<file path="config.mk">
export PLATFORM = sky130hd
export DESIGN_NAME = jt900h_muldiv_flat
export DESIGN_NICKNAME = d
export VERILOG_FILES = /design/src/rtl/jt900h_muldiv_pkg.sv /design/src/rtl/jt900h_muldiv_if.sv /design/src/rtl/jt900h_muldiv_step.sv /design/src/rtl/jt900h_muldiv.sv /design/src/flat_wrapper.sv
export SDC_FILE = /design/constraint.sdc
export NUM_CORES = 1
export LEC_CHECK = 0
export ABC_AREA = 1
export CORE_AREA = 3 3 178 180
export CTS_CLUSTER_SIZE = 10
export DETAILED_ROUTE_END_ITERATION = 16
export DIE_AREA = 0 0 181 183
export PLACE_DENSITY = 0.66
export SKIP_LAST_GASP = 1
export SLEW_MARGIN = 40
export SYNTH_ARGS = -nofsm -noshare
export SYNTH_HDL_FRONTEND = slang
export SYNTH_SLANG_ARGS = --single-unit
</file>
<file path="constraint.sdc">
create_clock -name clk -period 3.7 [get_ports clk]
set_input_delay 0.37 -clock clk [delete_from_list [all_inputs] [get_ports clk]]
set_output_delay 0.37 -clock clk [all_outputs]
set_load 0.05 [all_outputs]
</file>
<file path="src/rtl/jt900h_muldiv_pkg.sv">
// Shared encodings for the JT900H multiply/divide unit.
// The control unit imports the same op and state codes.
package jt900h_muldiv_pkg;

   typedef enum logic [1:0] {
      MD_MUL  = 2'd0,
      MD_MULS = 2'd1,
      MD_DIV  = 2'd2,
      MD_DIVS = 2'd3
   } md_op_e;

   typedef enum logic [1:0] {
      MD_IDLE = 2'd0,
      MD_RUN  = 2'd1,
      MD_FIX  = 2'd2
   } md_st_e;

endpackage

</file>
<file path="src/rtl/jt900h_muldiv_if.sv">
// Request/response bundle between the control unit (master) and muldiv (slave).
interface jt900h_muldiv_if #(parameter int W = 16);
   import jt900h_muldiv_pkg::*;

   logic           start;
   md_op_e         op;
   logic           wide;
   logic [2*W-1:0] a;
   logic [W-1:0]   b;
   logic           busy;
   logic           done;
   logic [2*W-1:0] dout;
   logic           ovf;

   modport master (output start, op, wide, a, b, input busy, done, dout, ovf);
   modport slave  (input start, op, wide, a, b, output busy, done, dout, ovf);

endinterface

</file>
<file path="src/rtl/jt900h_muldiv_step.sv">
// One radix-2 step: right-shift add for multiply, restoring left-shift
// subtract for divide. Partial is {hi, lo}; the quotient bit goes to the caller.
module jt900h_muldiv_step #(parameter int W = 16) (
   input  logic [2*W-1:0] part_i,
   input  logic [W-1:0]   opnd_i,
   input  logic           div_i,
   output logic [2*W-1:0] part_o,
   output logic           q_o
);

   logic [W-1:0] hi, lo, dif;
   logic [W:0]   sum, shl;

   always_comb begin
      hi  = part_i[2*W-1:W];
      lo  = part_i[W-1:0];
      sum = {1'b0, hi} + (lo[0] ? {1'b0, opnd_i} : {(W+1){1'b0}});
      shl = {hi, lo[W-1]};
      // the remainder after a successful subtract is below the divisor, so W bits suffice
      dif = shl[W-1:0] - opnd_i;
      q_o = 1'b0;
      if (div_i) begin
         q_o    = shl >= {1'b0, opnd_i};
         part_o = {(q_o ? dif : shl[W-1:0]), lo[W-2:0], 1'b0};
      end else begin
         part_o = {sum, lo[W-1:1]};
      end
   end

endmodule

</file>
<file path="src/rtl/jt900h_muldiv.sv">
// Iterative MUL/MULS/DIV/DIVS for the JT900H, byte (W/2) or word (W) operands.
// Signed ops run on magnitudes; signs are reapplied in FIX.
module jt900h_muldiv
   import jt900h_muldiv_pkg::*;
#(parameter int W = 16) (
   input  logic           clk,
   input  logic           rst_n,
   input  logic           cen_i,
   jt900h_muldiv_if.slave md
);

   localparam int H  = W / 2;
   localparam int CW = $clog2(W + 1);

   md_st_e         st_q;
   logic [CW-1:0]  cnt_q;
   logic [2*W-1:0] p_q, a_q, dout_q;
   logic [W-1:0]   opnd_q;
   logic           div_q, sgn_q, wide_q, neg_q, rneg_q, eo_q, povf_q;
   logic           busy_q, done_q, ovf_q;

   // operand preparation, evaluated while idle
   logic [1:0]     opv;
   logic [W-1:0]   nmask, an, bn, amag, bmag, dhi, dlo, opnd_init;
   logic [2*W-1:0] dn, dneg, dmag, p_init;
   logic           sa, sb, sd, eo, povf, neg, rneg;

   always_comb begin
      opv   = md.op;
      nmask = md.wide ? {W{1'b1}} : {{(W-H){1'b0}}, {H{1'b1}}};
      an    = md.a[W-1:0] & nmask;
      bn    = md.b & nmask;
      sa    = md.wide ? md.a[W-1]   : md.a[H-1];
      sb    = md.wide ? md.b[W-1]   : md.b[H-1];
      sd    = md.wide ? md.a[2*W-1] : md.a[W-1];
      dn    = md.wide ? md.a : {{W{1'b0}}, md.a[W-1:0]};
      amag  = ((opv[0] && sa) ? -an : an) & nmask;
      bmag  = ((opv[0] && sb) ? -bn : bn) & nmask;
      dneg  = (opv[0] && sd) ? -dn : dn;
      dmag  = md.wide ? dneg : {{W{1'b0}}, dneg[W-1:0]};
      // byte dividends sit in the top of lo so the quotient lands in the low half
      dhi   = md.wide ? dmag[2*W-1:W] : {{H{1'b0}}, dmag[W-1:H]};
      dlo   = md.wide ? dmag[W-1:0]   : {dmag[H-1:0], {H{1'b0}}};
      povf  = dhi >= bmag;
      eo    = opv[1] && (bmag == '0 || (!opv[0] && povf));
      neg   = opv[0] && (opv[1] ? (sd ^ sb) : (sa ^ sb));
      rneg  = opv[0] && sd;
      p_init    = opv[1] ? {dhi, dlo} : {{W{1'b0}}, bmag};
      opnd_init = opv[1] ? bmag : amag;
   end

   logic [2*W-1:0] step_p, p_d;
   logic           step_q;

   jt900h_muldiv_step #(.W(W)) u_step (
      .part_i (p_q),
      .opnd_i (opnd_q),
      .div_i  (div_q),
      .part_o (step_p),
      .q_o    (step_q)
   );

   assign p_d = {step_p[2*W-1:1], div_q ? step_q : step_p[0]};

   // sign fix-up and overflow decision
   logic [2*W-1:0] pmag, pres, dout_d;
   logic [W-1:0]   rmag, qmag, rres, qres, hbit;
   logic           qovf, ovf_d;

   always_comb begin
      hbit  = wide_q ? {1'b1, {(W-1){1'b0}}} : {{H{1'b0}}, 1'b1, {(H-1){1'b0}}};
      pmag  = wide_q ? p_q : (p_q >> H);
      pres  = neg_q ? -pmag : pmag;
      rmag  = p_q[2*W-1:W];
      qmag  = p_q[W-1:0];
      rres  = rneg_q ? -rmag : rmag;
      qres  = neg_q ? -qmag : qmag;
      // a negative quotient may reach -2^(n-1); a positive one stops at 2^(n-1)-1
      qovf  = sgn_q && (povf_q || qmag > (neg_q ? hbit : hbit - W'(1)));
      ovf_d = div_q && (eo_q || qovf);
      if (!div_q)
         dout_d = wide_q ? pres : {{W{1'b0}}, pres[W-1:0]};
      else if (ovf_d)
         dout_d = a_q;
      else
         dout_d = wide_q ? {rres, qres} : {{W{1'b0}}, rres[H-1:0], qres[H-1:0]};
   end

   always_ff @(posedge clk or negedge rst_n) begin
      if (!rst_n) begin
         st_q   <= MD_IDLE;
         cnt_q  <= '0;
         p_q    <= '0;
         a_q    <= '0;
         opnd_q <= '0;
         div_q  <= 1'b0;
         sgn_q  <= 1'b0;
         wide_q <= 1'b0;
         neg_q  <= 1'b0;
         rneg_q <= 1'b0;
         eo_q   <= 1'b0;
         povf_q <= 1'b0;
         busy_q <= 1'b0;
         done_q <= 1'b0;
         dout_q <= '0;
         ovf_q  <= 1'b0;
      end else if (cen_i) begin
         done_q <= 1'b0;
         case (st_q)
            MD_IDLE: if (md.start) begin
               p_q    <= p_init;
               a_q    <= md.a;
               opnd_q <= opnd_init;
               div_q  <= opv[1];
               sgn_q  <= opv[0];
               wide_q <= md.wide;
               neg_q  <= neg;
               rneg_q <= rneg;
               eo_q   <= eo;
               povf_q <= povf;
               cnt_q  <= md.wide ? CW'(W) : CW'(H);
               busy_q <= 1'b1;
               st_q   <= eo ? MD_FIX : MD_RUN;
            end
            MD_RUN: begin
               p_q   <= p_d;
               cnt_q <= cnt_q - CW'(1);
               if (cnt_q == CW'(1)) st_q <= MD_FIX;
            end
            MD_FIX: begin
               dout_q <= dout_d;
               ovf_q  <= ovf_d;
               done_q <= 1'b1;
               busy_q <= 1'b0;
               st_q   <= MD_IDLE;
            end
            default: st_q <= MD_IDLE;
         endcase
      end
   end

   assign md.busy = busy_q;
   assign md.done = done_q;
   assign md.dout = dout_q;
   assign md.ovf  = ovf_q;

endmodule

</file>
<file path="src/flat_wrapper.sv">
// flat-port wrapper written by rule: the top's interface ports become plain ports
module jt900h_muldiv_flat import jt900h_muldiv_pkg::*;
#(parameter int W = 16)
  (clk, rst_n, cen_i, md_start, md_op, md_wide, md_a, md_b, md_busy, md_done, md_dout, md_ovf);
  jt900h_muldiv_if #(.W(W)) md_i ();
  input  logic clk;
  input  logic rst_n;
  input  logic cen_i;
  input wire logic [$bits(md_i.start)-1:0] md_start;
  input wire logic [$bits(md_i.op)-1:0] md_op;
  input wire logic [$bits(md_i.wide)-1:0] md_wide;
  input wire logic [$bits(md_i.a)-1:0] md_a;
  input wire logic [$bits(md_i.b)-1:0] md_b;
  output wire logic [$bits(md_i.busy)-1:0] md_busy;
  output wire logic [$bits(md_i.done)-1:0] md_done;
  output wire logic [$bits(md_i.dout)-1:0] md_dout;
  output wire logic [$bits(md_i.ovf)-1:0] md_ovf;
  assign md_i.start = md_start;
  assign md_i.op = md_op;
  assign md_i.wide = md_wide;
  assign md_i.a = md_a;
  assign md_i.b = md_b;
  assign md_busy = md_i.busy;
  assign md_done = md_i.done;
  assign md_dout = md_i.dout;
  assign md_ovf = md_i.ovf;
  jt900h_muldiv #(.W(W)) u_core (.clk(clk), .rst_n(rst_n), .cen_i(cen_i), .md(md_i));
endmodule
</file>
# After elaboration in Yosys (flattened, before gate mapping)
# Index checks and enable logic that the tools add are counted.
# classes
add_sub_neg	10
magnitude_cmp	3
n_eq_ne	5
mux	40
bitwise_logic	6
reduce_logical	21
# ops
cell	count
two-way mux 32 bit	12
two-way mux 16 bit	12
bitwise AND 16 bit	4
negator 16 bit	4
negator 32 bit	2
one-hot mux 32 bit (2 select lines)	1
adder 16 x 17 -> 17 bit	1
greater-or-equal comparator 17 x 16 -> 1 bit	1
greater-or-equal comparator 16 bit	1
> comparator 16 bit	1
logical NOT 16 bit	1
subtractor 16 x 1 -> 16 bit (second input constant)	1
subtractor 16 bit	1
AND reduction 3 bit	4
two-way mux 5 bit	2
one-hot mux 5 bit (2 select lines)	1
logical AND 1 bit	8
two-way mux 1 bit	7
two-way mux 2 bit	3
equality test 5 x 1 -> 1 bit (second input constant)	1
subtractor 5 x 1 -> 5 bit (second input constant)	1
one-hot mux 2 bit (2 select lines)	1
nonzero test 2 bit	2
logical OR 1 bit	3
9 further kinds	10
# word_totals
register_bits	129
input_bits	55
output_inout_bits	35
wordCells	101

# Depth between registers and ports, before layout
# logic_depth
word_depth	12
depth_mapped	26
mapped_depth_nobuf	25

# Hierarchy
# From an unflattened synthesis, not the netlist that was laid out.
# hier_totals
hier_cells	2319
area_unflattened_um2	14013.4
# by_module_without_submodules
module	instances	cells_per_inst	area_per_inst_um2	seq_area_each_um2
jt900h_muldiv	1	1788	11312.1	3228.1
jt900h_muldiv_step	1	531	2701.3	0.0

# Worst setup path before layout
# No wires, ideal clock.
# synth_timing
kind	register -> register
start	register u_core.neg_q
end	register u_core.dout_q[3] (netlist: u_core.md.dout[3])
setup_time_ps	124
arrival_ps	3152
required_ps	3576
slack_ps	424
stages_incl_launch_ff	18
path_buffers	4
synth_period_minus_slack_ps	3276
path_cell_list	dfrtp_1 clkbuf_1 inv_1 clkbuf_1 buf_1 ha_1 inv_1 ha_1 nand2_1 nor3_1 nand3_1 nand2_1 nand2_1 a21oi_1 clkbuf_1 nand3_1 o211ai_1 nand2_1
# synth_via
elab_chain_cells	8
word_cells_on_any_way	12
classes_between	order compare: 1; mux: 7; reduce/logical: 4
# synth_lines
item	line_no	source
start, declared	jt900h_muldiv.sv:19	logic div_q, sgn_q, wide_q, neg_q, rneg_q, eo_q, povf_q;
start signal, assigned	jt900h_muldiv.sv:117	neg_q <= neg;
two-way mux 16 bit	jt900h_muldiv.sv:79	qovf = sgn_q && (povf_q || qmag > (neg_q ? hbit : hbit - W'(1)));
> comparator 16 bit	jt900h_muldiv.sv:79	
logical OR 1 bit	jt900h_muldiv.sv:79	
logical AND 1 bit	jt900h_muldiv.sv:79	
logical OR 1 bit	jt900h_muldiv.sv:80	ovf_d = div_q && (eo_q || qovf);
logical AND 1 bit	jt900h_muldiv.sv:80	
two-way mux 32 bit	jt900h_muldiv.sv:83	else if (ovf_d)
two-way mux 32 bit (*)	jt900h_muldiv.sv:81	if (!div_q)
end signal, assigned	jt900h_muldiv.sv:131	dout_q <= dout_d;
end, declared	jt900h_muldiv.sv:17	logic [2*W-1:0] p_q, a_q, dout_q;
# Every way passes the cells marked *; elsewhere a longest branch is shown, timed or not.
# A chain may end at the register's enable or synchronous reset.

# Final worst setup path
# layout_timing
start	input md_a[27]
end	register u_core.st_q[0]
# layout_via
elab_chain_cells	12
# layout_lines
item	line_no	source
start, declared	flat_wrapper.sv:12	input wire logic [$bits(md_i.a)-1:0] md_a;
two-way mux 32 bit (*)	jt900h_muldiv.sv:36	dn = md.wide ? md.a : {{W{1'b0}}, md.a[W-1:0]};
negator 32 bit	jt900h_muldiv.sv:39	dneg = (opv[0] && sd) ? -dn : dn;
two-way mux 32 bit (*)	jt900h_muldiv.sv:39	
two-way mux 32 bit (*)	jt900h_muldiv.sv:40	dmag = md.wide ? dneg : {{W{1'b0}}, dneg[W-1:0]};
two-way mux 16 bit (*)	jt900h_muldiv.sv:42	dhi = md.wide ? dmag[2*W-1:W] : {{H{1'b0}}, dmag[W-1:H]};
greater-or-equal comparator 16 bit (*)	jt900h_muldiv.sv:44	povf = dhi >= bmag;
logical AND 1 bit (*)	jt900h_muldiv.sv:45	eo = opv[1] && (bmag == '0 || (!opv[0] && povf));
logical OR 1 bit (*)	jt900h_muldiv.sv:45	
logical AND 1 bit (*)	jt900h_muldiv.sv:45	
two-way mux 2 bit (*)	jt900h_muldiv.sv:123	st_q <= eo ? MD_FIX : MD_RUN;
two-way mux 2 bit (*)	jt900h_muldiv.sv:110	MD_IDLE: if (md.start) begin
one-hot mux 2 bit (2 select lines) (*)	jt900h_muldiv.sv:109	case (st_q)
end signal, assigned	jt900h_muldiv.sv:123	
end, declared	jt900h_muldiv.sv:15	md_st_e st_q;
# Every way passes the cells marked *; elsewhere a longest branch is shown, timed or not. The select of a mux whose other input is x is not followed.

==> run_results.csv <==
group,metric,value,unit
run_status,status,"finished clean",
logic_synthesis,ys.flop_type,"dfrtp_1",
logic_synthesis,yosys_warnings,0,
finish,final_cell_mix,"nand2_1 (651), inv_1 (244), nand3_1 (190), nor2_1 (189), buf_4 (160)",
drt,wl_per_cell,20.8,um
die,fp.dieH,183,um
drt,drt_iter0_drc,1593,
worst_hold_path,hold_path.class,"flop to flop",
logic_synthesis,netlist_instances,2187,
die,dieArea,33100,um2
setup_path,worstSetupEndpointType,"flop",
sta,setup_viol,0,
sta,min_period,3330,ps
sta,skew,11.0,ps
logic_synthesis,yosysTopAreaCell,"dfrtp_1",
clocking,clkSlewWorstSetupHoldPaths,60,ps
setup_path,rr_endpoint,"u_core.md.dout[19]",
finish,area_growth,21.2,%
die,rows,64,
logic_synthesis,syn_nets,2318,
setup_path,reg2reg_from,"u_core.neg_q",
clocking,cts_tree,"done",
clocking,cts.sink_count,129,
clocking,clk_latency,440,ps
logic_synthesis,netlist.area_leader.share,0.239,
grt,antenna_found_initial,0,
logic_synthesis,avgSynthCellArea,6.18,um2
drt,via_count,15848,
finish,diodes,0,
grt,track_usage,0.343,
logic_synthesis,async_flop_share,1.00,
finish,fin_area,16400,um2
power_and_ir_drop,ir_drop,0.443,mV
drt,wirelength,58000,um
sta,rsz0062_at_grt,"false",
power_and_ir_drop,power.density,938,nW/um2
drt,via_per_inst,5.70,
setup_path,path_class,"primary input to flop",
setup_path,worstPathRequired,4030,ps
sta,slew_headroom,0.497,
placement,place_area,15800,um2
logic_synthesis,synth_area_leaders,"dfrtp_1 (24%), nand2_1 (18%), nand3_1 (7.0%)",
finish,drive_gt1_frac,0.124,
die,die_w,181,um
clocking,clk_path_buf_depth,2,
sta,hold_viol_final,0,
grt,grt_pass1_vias,14948,
clocking,root_buffer,"clkbuf_16",
setup_path,worst-r2r-setup-slack,510,ps
setup_path,path_max_fanout,3,
logic_synthesis,ys_ff_latch,129,
sta,tightest_slew,754,ps
run,drv_cap,0,
die,core-area,30300,um2
logic_synthesis,yosysSeqAreaShare,0.239,
drt,ant_nets,0,
sta,fin_crit_sh,0.899,
clocking,numCtsBuffers,17,
sta,fmax,0.301,GHz
setup_path,worstPathArrival,3650,ps
setup_path,reg2regPathDepth,19,
setup_path,start_kind,"primary input",
drt,drt_first_pass_iters,6,
grt,grt-ovfl-total,0,
sta,drv_slew,0,
placement,place_hpwl,46800,um
grt,grt_max_degree,81,
power_and_ir_drop,leakage,0.00831,uW
placement,gp_congestion,1.04,
worst_hold_path,hold_end,"u_core.md.dout[3]",
clocking,htree_levels,4,
logic_synthesis,ys_types,60,
finish,final_core_util,0.540,
logic_synthesis,synth_edf_count,0,
finish,mostFrequentLayoutCell,"nand2_1",
logic_synthesis,synth_area,13500,um2
grt,grt_pass1_wl,88000,um
finish,nets,2504,
placement,portBuffers,89,
worst_hold_path,min_from,"u_core.md.dout[3]",
power_and_ir_drop,p_total,15400,uW
worst_hold_path,hold_path_depth,2,
drt,drc,0,
die,initial_core_util,0.445,
die,pin_count,90,
-- cell usage after synthesis (4+ instances only) --
cell type / count
nand2_1: 651
inv_1: 244
nand3_1: 190
nor2_1: 190
o21ai_0: 157
a21oi_1: 141
dfrtp_1: 129
ha_1: 74
clkbuf_1: 43
xor2_1: 42
nand4_1: 26
o211ai_1: 24
o21ai_1: 23
buf_2: 22
a31oi_1: 18
nor3_1: 18
nand2_2: 14
nor2_2: 13
o21ai_2: 13
buf_1: 12
inv_2: 12
o221ai_1: 11
a21o_1: 9
nor2_4: 8
o22ai_1: 8
or2_2: 8
xnor2_1: 7
buf_6: 6
nand3b_1: 6
o21bai_1: 6
and2_1: 5
nand3_2: 5
a21oi_2: 4
o31ai_1: 4
-- registers in the layout (all words and copies together), names as in the netlist --
| register | cells |
|---|---|
| u_core.cnt_q | 5 |
| u_core.a_q | 32 |
| u_core.rneg_q | 1 |
| u_core.md.busy | 1 |
| u_core.md.dout | 32 |
| u_core.sgn_q | 1 |
| u_core.md.ovf | 1 |
| u_core.neg_q | 1 |
| u_core.eo_q | 1 |
| u_core.st_q | 2 |
| u_core.povf_q | 1 |
| u_core.wide_q | 1 |
| u_core.opnd_q | 16 |
| u_core.md.done | 1 |
| u_core.p_q | 32 |
| u_core.div_q | 1 |
-- worst max path at each step --
stage                 start           endpoint  slack, ps  depth (start not counted)
2_1_floorplan  u_core.neg_q  u_core.md.dout[3]        420                         17
3_3_place_gp       md_a[27]     u_core.st_q[0]        -90                         22
3_5_place_dp       md_a[27]     u_core.st_q[0]        -90                         22
4_1_cts            md_a[27]     u_core.st_q[0]        380                         22
5_1_grt            md_a[27]     u_core.st_q[0]        160                         22
6_report           md_a[27]     u_core.st_q[0]        370                         22
-- logic make-up after synthesis --
kind of cell	Yosys count	synth area share
and+or+nand+nor	1149	0.367
buffers and inverters	347	0.104
xor gates and xnor gates	49	0.0318
AOI/OAI and AO/OA	437	0.187
adders and majority gates	76	0.0715
DFF	129	0.239
-- what timing repair did --
item                      4_1_cts  5_1_grt
resized for setup               0        0
hold buffers                    1        0
buffers inserted                0        0
hold endpoints to repair       41        0
-- critical path, cell delays in order --
cell and delay, ps:
clkdlybuf4s50_1 430, o21ai_0 540, nand4_1 210, nor2_1 180
buf_4 130, nand4_1 60, nand2_1 80, nand2_1 60
nand2_1 90, nor2_1 50, ha_1 280, nand2_1 50
inv_1 50, nand3_1 90, nor3_1 240, nand3_1 110
nand3_1 130, nand2_1 60, nand2_1 80, nand2_1 160
nand3_1 120, nand2_1 50
-- cell type report --
cell class | instances | area [um2]
Timing Repair Buffer | 254 | 2180
Clock inverter | 14 | 168
Sequential cell | 129 | 3230
Inverter | 260 | 978
Clock buffer | 18 | 439
Fill cell | 3151 | 14000
Tap cell | 396 | 495
Multi-Input combinational cell | 1711 | 8890
-- per-stage QoR --
| step | worst slack [ps] | std cells | hold WS [ps] | TNS (ps) |
|---|---|---|---|---|
| 2_1_floorplan | 424 | 2187 | 74.4 | 0 |
| 3_3_place_gp | -88.6 | 2749 | 452 | -171 |
| 3_5_place_dp | -91.8 | 2749 | 455 | -200 |
| 4_1_cts | 382 | 2782 | 471 | 0 |
| 5_1_grt | 157 | 2782 | 500 | 0 |
| 6_report | 375 | 2782 | 483 | 0 |
-- per-layer routing --
layer | track usage | part of all wire | vias to the layer above
li1 | - | - | 7560
met1 | 0.457 | 0.42 | 7415
met2 | 0.557 | 0.45 | 728
met3 | 0.0553 | 0.078 | 145
met4 | 0.147 | 0.047 | 0
met5 | 0 | 0 | -
-- power by group --
| group | internal [uW] | leakage, uW | switching (uW) |
|---|---|---|---|
| Clock | 1030 | 0.000293 | 752 |
| Combinational | 3440 | 0.00645 | 7360 |
| Sequential | 2090 | 0.00157 | 689 |
| Total | 6560 | 0.00831 | 8800 |
No activity file was read; power rests on OpenSTA's default activity.
